[src/rtl/pipeline_stage_chain_if.sv]
// ----------------------------------------------------------------------------
// pipeline_stage_chain_if
//
// Purpose: bundles the upstream handshake, downstream handshake, flush
// control and status outputs of pipeline_stage_chain.
//
// Signals:
//   in_valid    upstream presents in_data
//   in_ready    stage 0 can accept this cycle
//   in_data     payload entering stage 0
//   out_valid   last stage holds a valid payload
//   out_ready   downstream accepts out_data this cycle
//   out_data    payload of the last stage
//   flush_mask  bit i = 1 squashes stage i at the next edge
//   stage_valid valid bit of every stage (bit 0 = entry stage)
//   occupancy   number of valid stages
//
// Modports:
//   slave  - the chain itself
//   master - the surrounding control/datapath that drives the chain
// ----------------------------------------------------------------------------
interface pipeline_stage_chain_if #(
    parameter int WIDTH  = 8,
    parameter int DEPTH  = 4,
    parameter int COUNTW = 5
);
    logic              in_valid;
    logic              in_ready;
    logic [WIDTH-1:0]  in_data;
    logic              out_valid;
    logic              out_ready;
    logic [WIDTH-1:0]  out_data;
    logic [DEPTH-1:0]  flush_mask;
    logic [DEPTH-1:0]  stage_valid;
    logic [COUNTW-1:0] occupancy;

    modport slave (
        input  in_valid, in_data, out_ready, flush_mask,
        output in_ready, out_valid, out_data, stage_valid, occupancy
    );

    modport master (
        output in_valid, in_data, out_ready, flush_mask,
        input  in_ready, out_valid, out_data, stage_valid, occupancy
    );
endinterface

[src/rtl/pipeline_stage_chain.sv]
// ----------------------------------------------------------------------------
// pipeline_stage_chain
//
// Purpose: DEPTH-stage chain of WIDTH-bit registers with a valid bit per
// stage, valid/ready back-pressure, bubble collapsing and a per-stage flush
// mask. Drop-in replacement for fixed inter-stage flip-flops of an in-order
// pipeline.
//
// Ports:
//   clock  rising-edge clock
//   reset  synchronous, active-high; clears valid bits, data and occupancy
//   bus    pipeline_stage_chain_if.slave (handshakes, flush, status)
//
// Parameters:
//   WIDTH  payload bits per stage
//   DEPTH  number of stages (1..16)
//   COUNTW occupancy width, 2^COUNTW > DEPTH
// ----------------------------------------------------------------------------
module pipeline_stage_chain #(
    parameter int WIDTH  = 8,
    parameter int DEPTH  = 4,
    parameter int COUNTW = 5
) (
    input  logic                   clock,
    input  logic                   reset,
    pipeline_stage_chain_if.slave  bus
);

    logic [DEPTH-1:0] validQ;
    logic [DEPTH-1:0] validD;
    logic [WIDTH-1:0] dataQ   [DEPTH];
    logic [WIDTH-1:0] srcData [DEPTH];
    logic [DEPTH-1:0] srcValid;
    logic [DEPTH-1:0] loadEn;
    logic [DEPTH-1:0] rdy;
    logic [COUNTW-1:0] occQ;

    function automatic logic [COUNTW-1:0] popCount(input logic [DEPTH-1:0] v);
        logic [COUNTW-1:0] cnt;
        cnt = '0;
        for (int i = 0; i < DEPTH; i++) begin
            cnt = cnt + COUNTW'(v[i]);
        end
        return cnt;
    endfunction

    // Ready chain: a stage can take a word if it is empty or if everything
    // downstream of it can move. Built from the tail with a running term so
    // only registered valids and out_ready feed it (never in_valid, never
    // flush_mask).
    always_comb begin
        logic acc;
        acc = bus.out_ready;
        rdy = '0;
        for (int i = DEPTH - 1; i >= 0; i--) begin
            acc    = acc || !validQ[i];
            rdy[i] = acc;
        end
    end

    // Source of each stage: upstream port for stage 0, previous stage otherwise.
    always_comb begin
        srcValid   = '0;
        srcValid[0] = bus.in_valid;
        srcData[0]  = bus.in_data;
        for (int i = 1; i < DEPTH; i++) begin
            srcValid[i] = validQ[i-1];
            srcData[i]  = dataQ[i-1];
        end
    end

    // Next valid: a ready stage takes whatever its source offers (which also
    // covers draining into a bubble); a stalled stage holds. Flush wins last,
    // after the handshake has already been decided from rdy.
    always_comb begin
        validD = validQ;
        loadEn = '0;
        for (int i = 0; i < DEPTH; i++) begin
            loadEn[i] = rdy[i] && srcValid[i];
            if (rdy[i]) begin
                validD[i] = srcValid[i];
            end
            if (bus.flush_mask[i]) begin
                validD[i] = 1'b0;
            end
        end
    end

    // Stage register boundary
    always_ff @(posedge clock) begin
        if (reset) begin
            validQ <= '0;
            occQ   <= '0;
            for (int i = 0; i < DEPTH; i++) begin
                dataQ[i] <= '0;
            end
        end else begin
            validQ <= validD;
            occQ   <= popCount(validD);
            for (int i = 0; i < DEPTH; i++) begin
                if (loadEn[i]) begin
                    dataQ[i] <= srcData[i];
                end
            end
        end
    end

    assign bus.in_ready    = rdy[0];
    assign bus.out_valid   = validQ[DEPTH-1];
    assign bus.out_data    = dataQ[DEPTH-1];
    assign bus.stage_valid = validQ;
    assign bus.occupancy   = occQ;

endmodule

[src/flat_wrapper.sv]
// flat-port wrapper written by rule: the top's interface ports become plain ports
module pipeline_stage_chain_flat 
#(
    parameter int WIDTH  = 8,
    parameter int DEPTH  = 4,
    parameter int COUNTW = 5
)
  (clock, reset, bus_in_valid, bus_in_data, bus_out_ready, bus_flush_mask, bus_in_ready, bus_out_valid, bus_out_data, bus_stage_valid, bus_occupancy);
  pipeline_stage_chain_if #(.WIDTH(WIDTH), .DEPTH(DEPTH), .COUNTW(COUNTW)) bus_i ();
  input  logic clock;
  input  logic reset;
  input wire logic [$bits(bus_i.in_valid)-1:0] bus_in_valid;
  input wire logic [$bits(bus_i.in_data)-1:0] bus_in_data;
  input wire logic [$bits(bus_i.out_ready)-1:0] bus_out_ready;
  input wire logic [$bits(bus_i.flush_mask)-1:0] bus_flush_mask;
  output wire logic [$bits(bus_i.in_ready)-1:0] bus_in_ready;
  output wire logic [$bits(bus_i.out_valid)-1:0] bus_out_valid;
  output wire logic [$bits(bus_i.out_data)-1:0] bus_out_data;
  output wire logic [$bits(bus_i.stage_valid)-1:0] bus_stage_valid;
  output wire logic [$bits(bus_i.occupancy)-1:0] bus_occupancy;
  assign bus_i.in_valid = bus_in_valid;
  assign bus_i.in_data = bus_in_data;
  assign bus_i.out_ready = bus_out_ready;
  assign bus_i.flush_mask = bus_flush_mask;
  assign bus_in_ready = bus_i.in_ready;
  assign bus_out_valid = bus_i.out_valid;
  assign bus_out_data = bus_i.out_data;
  assign bus_stage_valid = bus_i.stage_valid;
  assign bus_occupancy = bus_i.occupancy;
  pipeline_stage_chain #(.WIDTH(WIDTH), .DEPTH(DEPTH), .COUNTW(COUNTW)) u_core (.clock(clock), .reset(reset), .bus(bus_i));
endmodule
[config.mk]
export PLATFORM = sky130hd
export DESIGN_NAME = pipeline_stage_chain_flat
export DESIGN_NICKNAME = d
export VERILOG_FILES = /design/src/rtl/pipeline_stage_chain_if.sv /design/src/rtl/pipeline_stage_chain.sv /design/src/flat_wrapper.sv
export SDC_FILE = /design/constraint.sdc
export NUM_CORES = 1
export LEC_CHECK = 0
export ABC_AREA = 1
export CORE_AREA = 2 2 80 51
export CTS_CLUSTER_SIZE = 16
export DETAILED_ROUTE_END_ITERATION = 12
export DIE_AREA = 0 0 82 53
export GPL_TIMING_DRIVEN = 0
export PLACE_DENSITY_LB_ADDON = 0.3
export SYNTH_ARGS = -nofsm -noshare
export SYNTH_HDL_FRONTEND = slang
export SYNTH_SLANG_ARGS = --single-unit
[constraint.sdc]
create_clock -name clock -period 5.35 [get_ports clock]
set_input_delay 0.535 -clock clock [delete_from_list [all_inputs] [get_ports clock]]
set_output_delay 0.535 -clock clock [all_outputs]
set_load 0.01 [all_outputs]
; Yosys cells after proc, flatten, opt, wreduce, memory -nomap -nowiden
; Memories as Yosys holds them, arrays and structs flattened.
; Cells that the tools add are included.
[op_classes]
add_sub_neg = 3
muxes = 26
n_bitwise = 4
n_reduce_logical = 12
[ops]
columns = cell, count
row1 = two-way mux 8 bit, 4
row2 = two-way mux 1 bit, 22
row3 = adder 5 x 1 -> 5 bit, 2
row4 = logical AND 1 bit, 4
row5 = zero test 1 bit, 4
row6 = logical OR 1 bit, 4
row7 = OR 1 bit, 4
row8 = adder 1 x 1 -> 2 bit, 1
[totals]
register_bits = 9
mem_bits_rw = 32
in_bits = 16
out_inout_bits = 19
elab_cells = 48
mem_count = 1
[memory_table]
columns = memory, depth, width, read_ports, rd_ports_with_merged_regs, wr, line_no
row1 = u_core.dataQ, 4, 8, 4, 0, 4, pipeline_stage_chain.sv:31  ; logic [WIDTH-1:0] dataQ [DEPTH];

; Longest topological paths before layout
; Gate-level depths: netlist of run 1.
[depth]
depth_word = 10
ltp_mapped = 11
depth_no_buf = 11

; Least setup slack after synthesis of run 1
; No wires, ideal clock.
[synth_timing]
path_type = input port to flip-flop
from = in bus_out_ready
to = reg u_core.occQ[1] (netlist: u_core.bus.occupancy[1])
setup_time_ps = 109
t_arrival_ps = 1974
t_required_ps = 5241
slack_ps = 3267
stages = 10
path_buffers = 0
cell_sequence = nor2_4 > nand4_2 > nand2_1 > nand2_1 > inv_1 > ha_1 > fa_1 > ha_1 > inv_1 > nor2_1
[synth_via]
elab_chain_len = 9
word_cells_on_any_way = 15
classes_between = add/sub (3) / mux (8) / reduce/logical (4)
[synth_rtl]
columns = item, line_no
row1 = "start, declared", flat_wrapper.sv:14  ; input wire logic [$bits(bus_i.out_ready)-1:0] bus_out_ready;
row2 = logical OR 1 bit (4 in series), pipeline_stage_chain.sv:56  ; acc = acc || !validQ[i];
row3 = via bus_in_ready, flat_wrapper.sv:16  ; output wire logic [$bits(bus_i.in_ready)-1:0] bus_in_ready;
row4 = two-way mux 1 bit, pipeline_stage_chain.sv:80  ; if (rdy[i]) begin
row5 = two-way mux 1 bit, pipeline_stage_chain.sv:83  ; if (bus.flush_mask[i]) begin
row6 = via u_core.validD[0], pipeline_stage_chain.sv:30  ; logic [DEPTH-1:0] validD;
row7 = adder 1 x 1 -> 2 bit, pipeline_stage_chain.sv:42  ; cnt = cnt + COUNTW'(v[i]);
row8 = adder 5 x 1 -> 5 bit (2 in series), pipeline_stage_chain.sv:42
row9 = "end signal, assigned", pipeline_stage_chain.sv:99  ; occQ <= popCount(validD);
row10 = "end, declared", pipeline_stage_chain.sv:36  ; logic [COUNTW-1:0] occQ;
; The timed path passes the listed nets, and every way through them passes these cells.
; A chain may end at the register's enable or synchronous reset.

; Worst setup path in the final report of run 1
[layout_timing]
from = in bus_out_ready
to = reg u_core.occQ[1] (netlist: u_core.bus.occupancy[1])
[layout_via]
word_cells_on_any_way = 15
classes_between = add/sub (3) / mux (8) / reduce/logical (4)
[layout_rtl]
columns = item, line_no
row1 = logical OR 1 bit (3 in series), pipeline_stage_chain.sv:56
row2 = two-way mux 1 bit, pipeline_stage_chain.sv:80
row3 = two-way mux 1 bit, pipeline_stage_chain.sv:83
row4 = via u_core.validD[1], pipeline_stage_chain.sv:30
row5 = adder 1 x 1 -> 2 bit, pipeline_stage_chain.sv:42
row6 = adder 5 x 1 -> 5 bit (2 in series), pipeline_stage_chain.sv:42
; The timed path passes the listed nets, and every way through them passes these cells.

==> results of run 1 <==
-- flip-flops by register name, summed over array words and instances (netlist names) --
register,count
u_core.bus.occupancy,3
u_core.bus.stage_valid,4
u_core.dataQ,32
-- cell type report --
| class | count | area share (%) |
|---|---|---|
| Clock buffer | 8 | 3.86 |
| Buffer | 3 | 1.09 |
| Inverter | 46 | 8.33 |
| Timing Repair Buffer | 32 | 15.4 |
| Sequential cell | 39 | 53.1 |
| Multi-Input combinational cell | 65 | 15.3 |
| Tap cell | 47 | 2.84 |
-- through the flow --
step	utilization, %	std cells	setup WS (ps)
final	58.0	240	2970
after CTS	58.0	240	2950
after floorplan	-	153	3270
after global placement	55.8	232	2680
after global routing	58.0	240	2800
after detailed placement	55.8	232	2660
-- cells in the mapped netlist --
cell type and instances:
inv_1 45, nand4_2 1, a21oi_2 1, edfxtp_1 32
and2_1 2, nand2_1 11, inv_2 1, nand3_2 1
nor2_4 1, buf_4 3, a21oi_1 1, fa_1 1
nor2_1 37, conb_1 1, nand3_1 4, o21ai_0 1
dfxtp_1 7, ha_1 2
-- power by group through the flow --
stage	registers, W	logic [W]	clock network (W)
floorplan	0.000353	0.0000168	0
global placement	0.000351	0.0000388	0
detailed placement	0.000352	0.0000399	0
CTS	0.000345	0.0000402	0.000183
global route	0.000346	0.0000447	0.000195
finish	0.000345	0.0000398	0.000177
-- worst min-delay path, cell delays in order, from the launching register on --
cell,delay [ps]
edfxtp_1,320
inv_1,40
nor2_1,80
-- logic make-up (layout without fill, tap and decap cells) --
group / Yosys count / count (layout) / share of synthesized area, %
buffers and inverters: 49 / 89 / 12.1
adders and majority gates: 3 / 3 / 2.80
AOI/OAI and AO/OA: 3 / 3 / 1.17
DFF: 39 / 39 / 68.4
other: 1 / 2 / 0.233
and+or+nand+nor: 57 / 57 / 15.3
-- worst paths after layout --
path / start / end / cells after the start
hold / removal: u_core.dataQ[2][1] / u_core.dataQ[3][1] / 2
hold reg to reg: u_core.dataQ[2][1] / u_core.dataQ[3][1] / 2
setup / recovery: bus_out_ready / u_core.bus.occupancy[1] / 11
setup reg to reg: u_core.bus.stage_valid[3] / u_core.bus.occupancy[1] / 11
-- layer usage --
layer,track usage (%),share of wire [%],vias up
met5,0,0,-
met1,12.4,42,384
met2,20.7,51,27
met3,4.10,6.0,2
met4,6.67,0.28,0
li1,-,-,531
-- cells in the final DEF (no fill, tap or decap) --
| master | n |
|---|---|
| and2_1 | 2 |
| dfxtp_1 | 7 |
| clkdlybuf4s50_1 | 32 |
| nor2_1 | 37 |
| nor2_4 | 1 |
| inv_1 | 45 |
| nand3_2 | 1 |
| nand3_1 | 4 |
| buf_4 | 3 |
| conb_1 | 2 |
| edfxtp_1 | 32 |
| o21ai_0 | 1 |
| ha_1 | 2 |
| inv_2 | 1 |
| a21oi_1 | 1 |
| nand2_1 | 11 |
| nand4_2 | 1 |
| a21oi_2 | 1 |
| clkbuf_1 | 3 |
| clkbuf_8 | 5 |
| fa_1 | 1 |
==> metrics.txt, run 1 <==
status=completed; setup slack, reg-to-reg=around 3300 ps; num ports=35; first-pass GRT wire length=3640 µm; Die Y=53 µm; period utilization=44.5%; GPL Wtd Cong=approximately 0.84; GRT Util Overall=11.8%; Post-CTS Setup Inserts=0; P_leak=around 0.9 nW; #FFs+latches synth=39; hold crit path type=reg2reg; Synth Warn #=0; Comb pwr share=between 7 and 8%; drt first pass iters=4; share of cells above drive strength 1=6.74%; pins over their slew limit=0; CORE AREA=3570 µm²; Avg Cell Area, Syn=10.6 µm²; fmax=420 MHz; Tightest Pin Transition=a little under 1000 ps; final hold violation count=0; delay of the slowest critical-path stage=440 ps; Fill cells=313; sequential share of power=61.4%; Post-Synthesis Cells=152; Starting Density=45.1%; # DRC=0; largest net degree at the start of global routing=12; Ant. Diodes=0; total CTS buffers=5; multi-input logic area=around 320 µm²; Top delay family on crit path=adder cells; Clock Power Share=31.5%; # rows=17; final instance area=2070 µm²; Worst setup EP type=flop; worst path cell trace=clkdlybuf4s50_1, nor2_4, nand3_1, nand2_1, nand2_1, inv_1, ha_1, fa_1, ha_1, inv_1, nor2_1; Net Switching=0.000107 W; Rel. slew slack=33.8%; Max FO, Critical Path=5; sequential cell area fraction in the yosys report=68.4%; Final HPWL DP=1680 µm; sw frac=19.1%; setup tns final=0 ps; die area=4350 µm²; via count=944; H-tree levels=2; Startpoint Class=input pin; clock sink count=39; Synth cell types=18; crit path DAT=approximately 2600 ps; Final min period=approximately 2400 ps; P&R area growth vs syn=28.7%; CTS tree=yes; worst-skew pair later-pin latency=270 ps; Tot Pwr=0.000561 W; Synth top area share=59.7%; Overflow after GRT=0; worst hold slack=around 550 ps; DP Area=1990 µm²; CP bufs+invs=3; area of the mapped netlist=between 1500 and 2000 µm²; CP Class=in2reg; PostCTS Resize Cnt=0; hold-fix buffers at CTS=0; IO buf count=32; maxcap violations=0; crit path max-delay cell type=clkdlybuf4s50_1; FF/Latch Area=between 1000 and 1500 µm²; root buffer cell=clkbuf_8; required time of the critical path=5510 ps; area leader, netlist=edfxtp_1; Routed Antenna Nets=0; initial antenna violation count=0; Final Setup Violations=0; cell-internal power=0.000454 W; clk buf depth=2; Max VDD drop=0.116 mV; Reg clk slew, reported paths=~70 ps; RSZ-0062 raised after global routing=no; initial drt markers=14; Die Span X=just over 80 µm; drt wl/cell=8.95 µm; layout net count=211; Via density=3.93; Synth area leaders=edfxtp_1, inv_1, dfxtp_1; PwrDens=271 nW/µm²; via count of the first global-routing pass=879; drt total wl=2150 µm; clock skew=5.17 ps
No activity file was read; power rests on OpenSTA's default activity.
==> inputs of run 2 (changes only) <==
- CORE_AREA: 2 2 80 51 -> 2 2 82 52
- DIE_AREA: 0 0 82 53 -> 0 0 84 54
- clock period: 5.35 -> 2.1 ns (I/O delays scaled with it)
==> metrics.txt, run 2 (synthesized netlist as in run 1, its figures left out) <==
Starting Density=41.3%; first-pass GRT wire length=3850 µm; layout net count=212; period utilization=95.0%; Max FO, Critical Path=5; PwrDens=~680 nW/µm²; hold crit path type=in2reg; max reg flops=32; Tightest Pin Transition=about 950 ps; required time of the critical path=2270 ps; Tot Pwr=0.00144 W; Final min period=2000 ps; largest net degree at the start of global routing=12; total CTS buffers=5; Final Setup Violations=0; CORE AREA=3900 µm²; status=completed; Routed Antenna Nets=0; GRT Util Overall=11.6%; P&R area growth vs syn=30.5%; P_leak=approximately 0.90 nW; Die Y=roughly 54 µm; crit path DAT=2170 ps; via count of the first global-routing pass=between 800 and 900; fmax=501 MHz; final hold violation count=0; hold-fix buffers at CTS=0; num ports=35; maxcap violations=0; # DRC=0; Fill cells=351; share of cells above drive strength 1=8.76%; initial drt markers=34; Die Span X=84 µm; Critical Path Most Common Cell=inv_1; drt first pass iters=4; delay of the slowest critical-path stage=around 350 ps; drt total wl=2200 µm; worst-skew pair later-pin latency=280 ps; multi-input logic area=about 330 µm²; most common cell after layout, fill and taps aside=inv_1; IO buf count=32; Via density=around 4.0; clock sink count=39; Reg clk slew, reported paths=70 ps; drt wl/cell=~9 µm; clock skew=5.97 ps; Rel. slew slack=35.9%; Overflow after GRT=0; CP Class=reg2reg; Startpoint Class=flop; pins over their slew limit=0; Worst setup EP type=flop; CTS tree=yes; Max VDD drop=0.293 mV; H-tree levels=2; Largest Register=u_core.dataQ; root buffer cell=clkbuf_8; FF/Latch Area=roughly 1100 µm²; worst path cell trace=inv_1, nor2_4, nand3_2, nand2_1, nand2_1, inv_1, ha_1, fa_2, ha_1, inv_1, nor2_1; # rows=18; die area=4540 µm²; via count=980; worst hold slack=536 ps; GPL Wtd Cong=0.846; clk buf depth=2; most frequent cells in the layout=inv_1, nor2_1, clkdlybuf4s50_1, edfxtp_1, nand2_1; crit path max-delay cell type=fa_2; Ant. Diodes=0; initial antenna violation count=0; Final HPWL DP=1650 µm
run 2: cell count changes in the layout (fill, tap and decap cells not counted), sizes merged:
cell and delta:
clkbuf -2, clkinv +2, buf +1
run 2: through the flow:
| stage | worst slack, ps | util, % | instances | TNS [ps] | cell area [µm²] |
|---|---|---|---|---|---|
| 6_report | 105 | 53.9 | 244 | 0 | 2100 |
| 5_1_grt | -0.338 | 53.9 | 244 | -0.338 | 2100 |
| 3_5_place_dp | -269 | 51.3 | 235 | -487 | 2000 |
| 4_1_cts | 8.80 | 53.7 | 243 | 0 | 2090 |
| 3_3_place_gp | -254 | 51.3 | 235 | -435 | 2000 |
| 2_1_floorplan | 103 | - | 153 | 0 | 1610 |
run 2: repair_timing:
item                                    CTS  global route
setup buffers                             0             1
resized for setup                         2             2
endpoints found under the setup margin    1             2
pin swaps                                 0             2
run 2: worst paths after layout:
| kind | from | end | slack (ps) | cells after the start |
|---|---|---|---|---|
| worst max-delay path | u_core.bus.stage_valid[3] | u_core.bus.occupancy[1] | 100 | 11 |
| worst min-delay path | bus_flush_mask[0] | u_core.bus.stage_valid[0] | 540 | 4 |
| worst max register to register | u_core.bus.stage_valid[3] | u_core.bus.occupancy[1] | 100 | 11 |
| worst min register to register | u_core.dataQ[1][3] | u_core.dataQ[2][3] | 540 | 2 |
run 2: power by group:
part	switching (W)	internal [W]	total, W	leakage [nW]
clock	0.000232	0.000226	0.000458	0.0403
combinational	0.0000488	0.0000525	0.000101	0.464
sequential	0.00000982	0.000869	0.000879	0.397
total	0.000291	0.00115	0.00144	0.901
run 2: critical path: cells and delay by family (launching register included):
family / cells / cell delay [ps]
buf+inv: 3 / 170
simple gates: 5 / 500
flops: 1 / 340
fa+ha+maj: 3 / 870
run 2: metal layers:
metal	GRT usage, %	vias to the layer above	part of all wire (%)
li1	-	533	-
met1	12.3	413	43
met2	20.1	32	50
met3	4.29	2	6.2
met4	7.80	0	1.2
met5	0	-	0
run 2: cell type report:
type / count / area share (%)
Tap cell: 50 / 2.98
Buffer: 3 / 1.07
Clock inverter: 2 / 0.357
Clock buffer: 6 / 3.45
Timing Repair Buffer: 33 / 15.6
Inverter: 46 / 8.21
Sequential cell: 39 / 52.4
Multi-Input combinational cell: 65 / 15.9
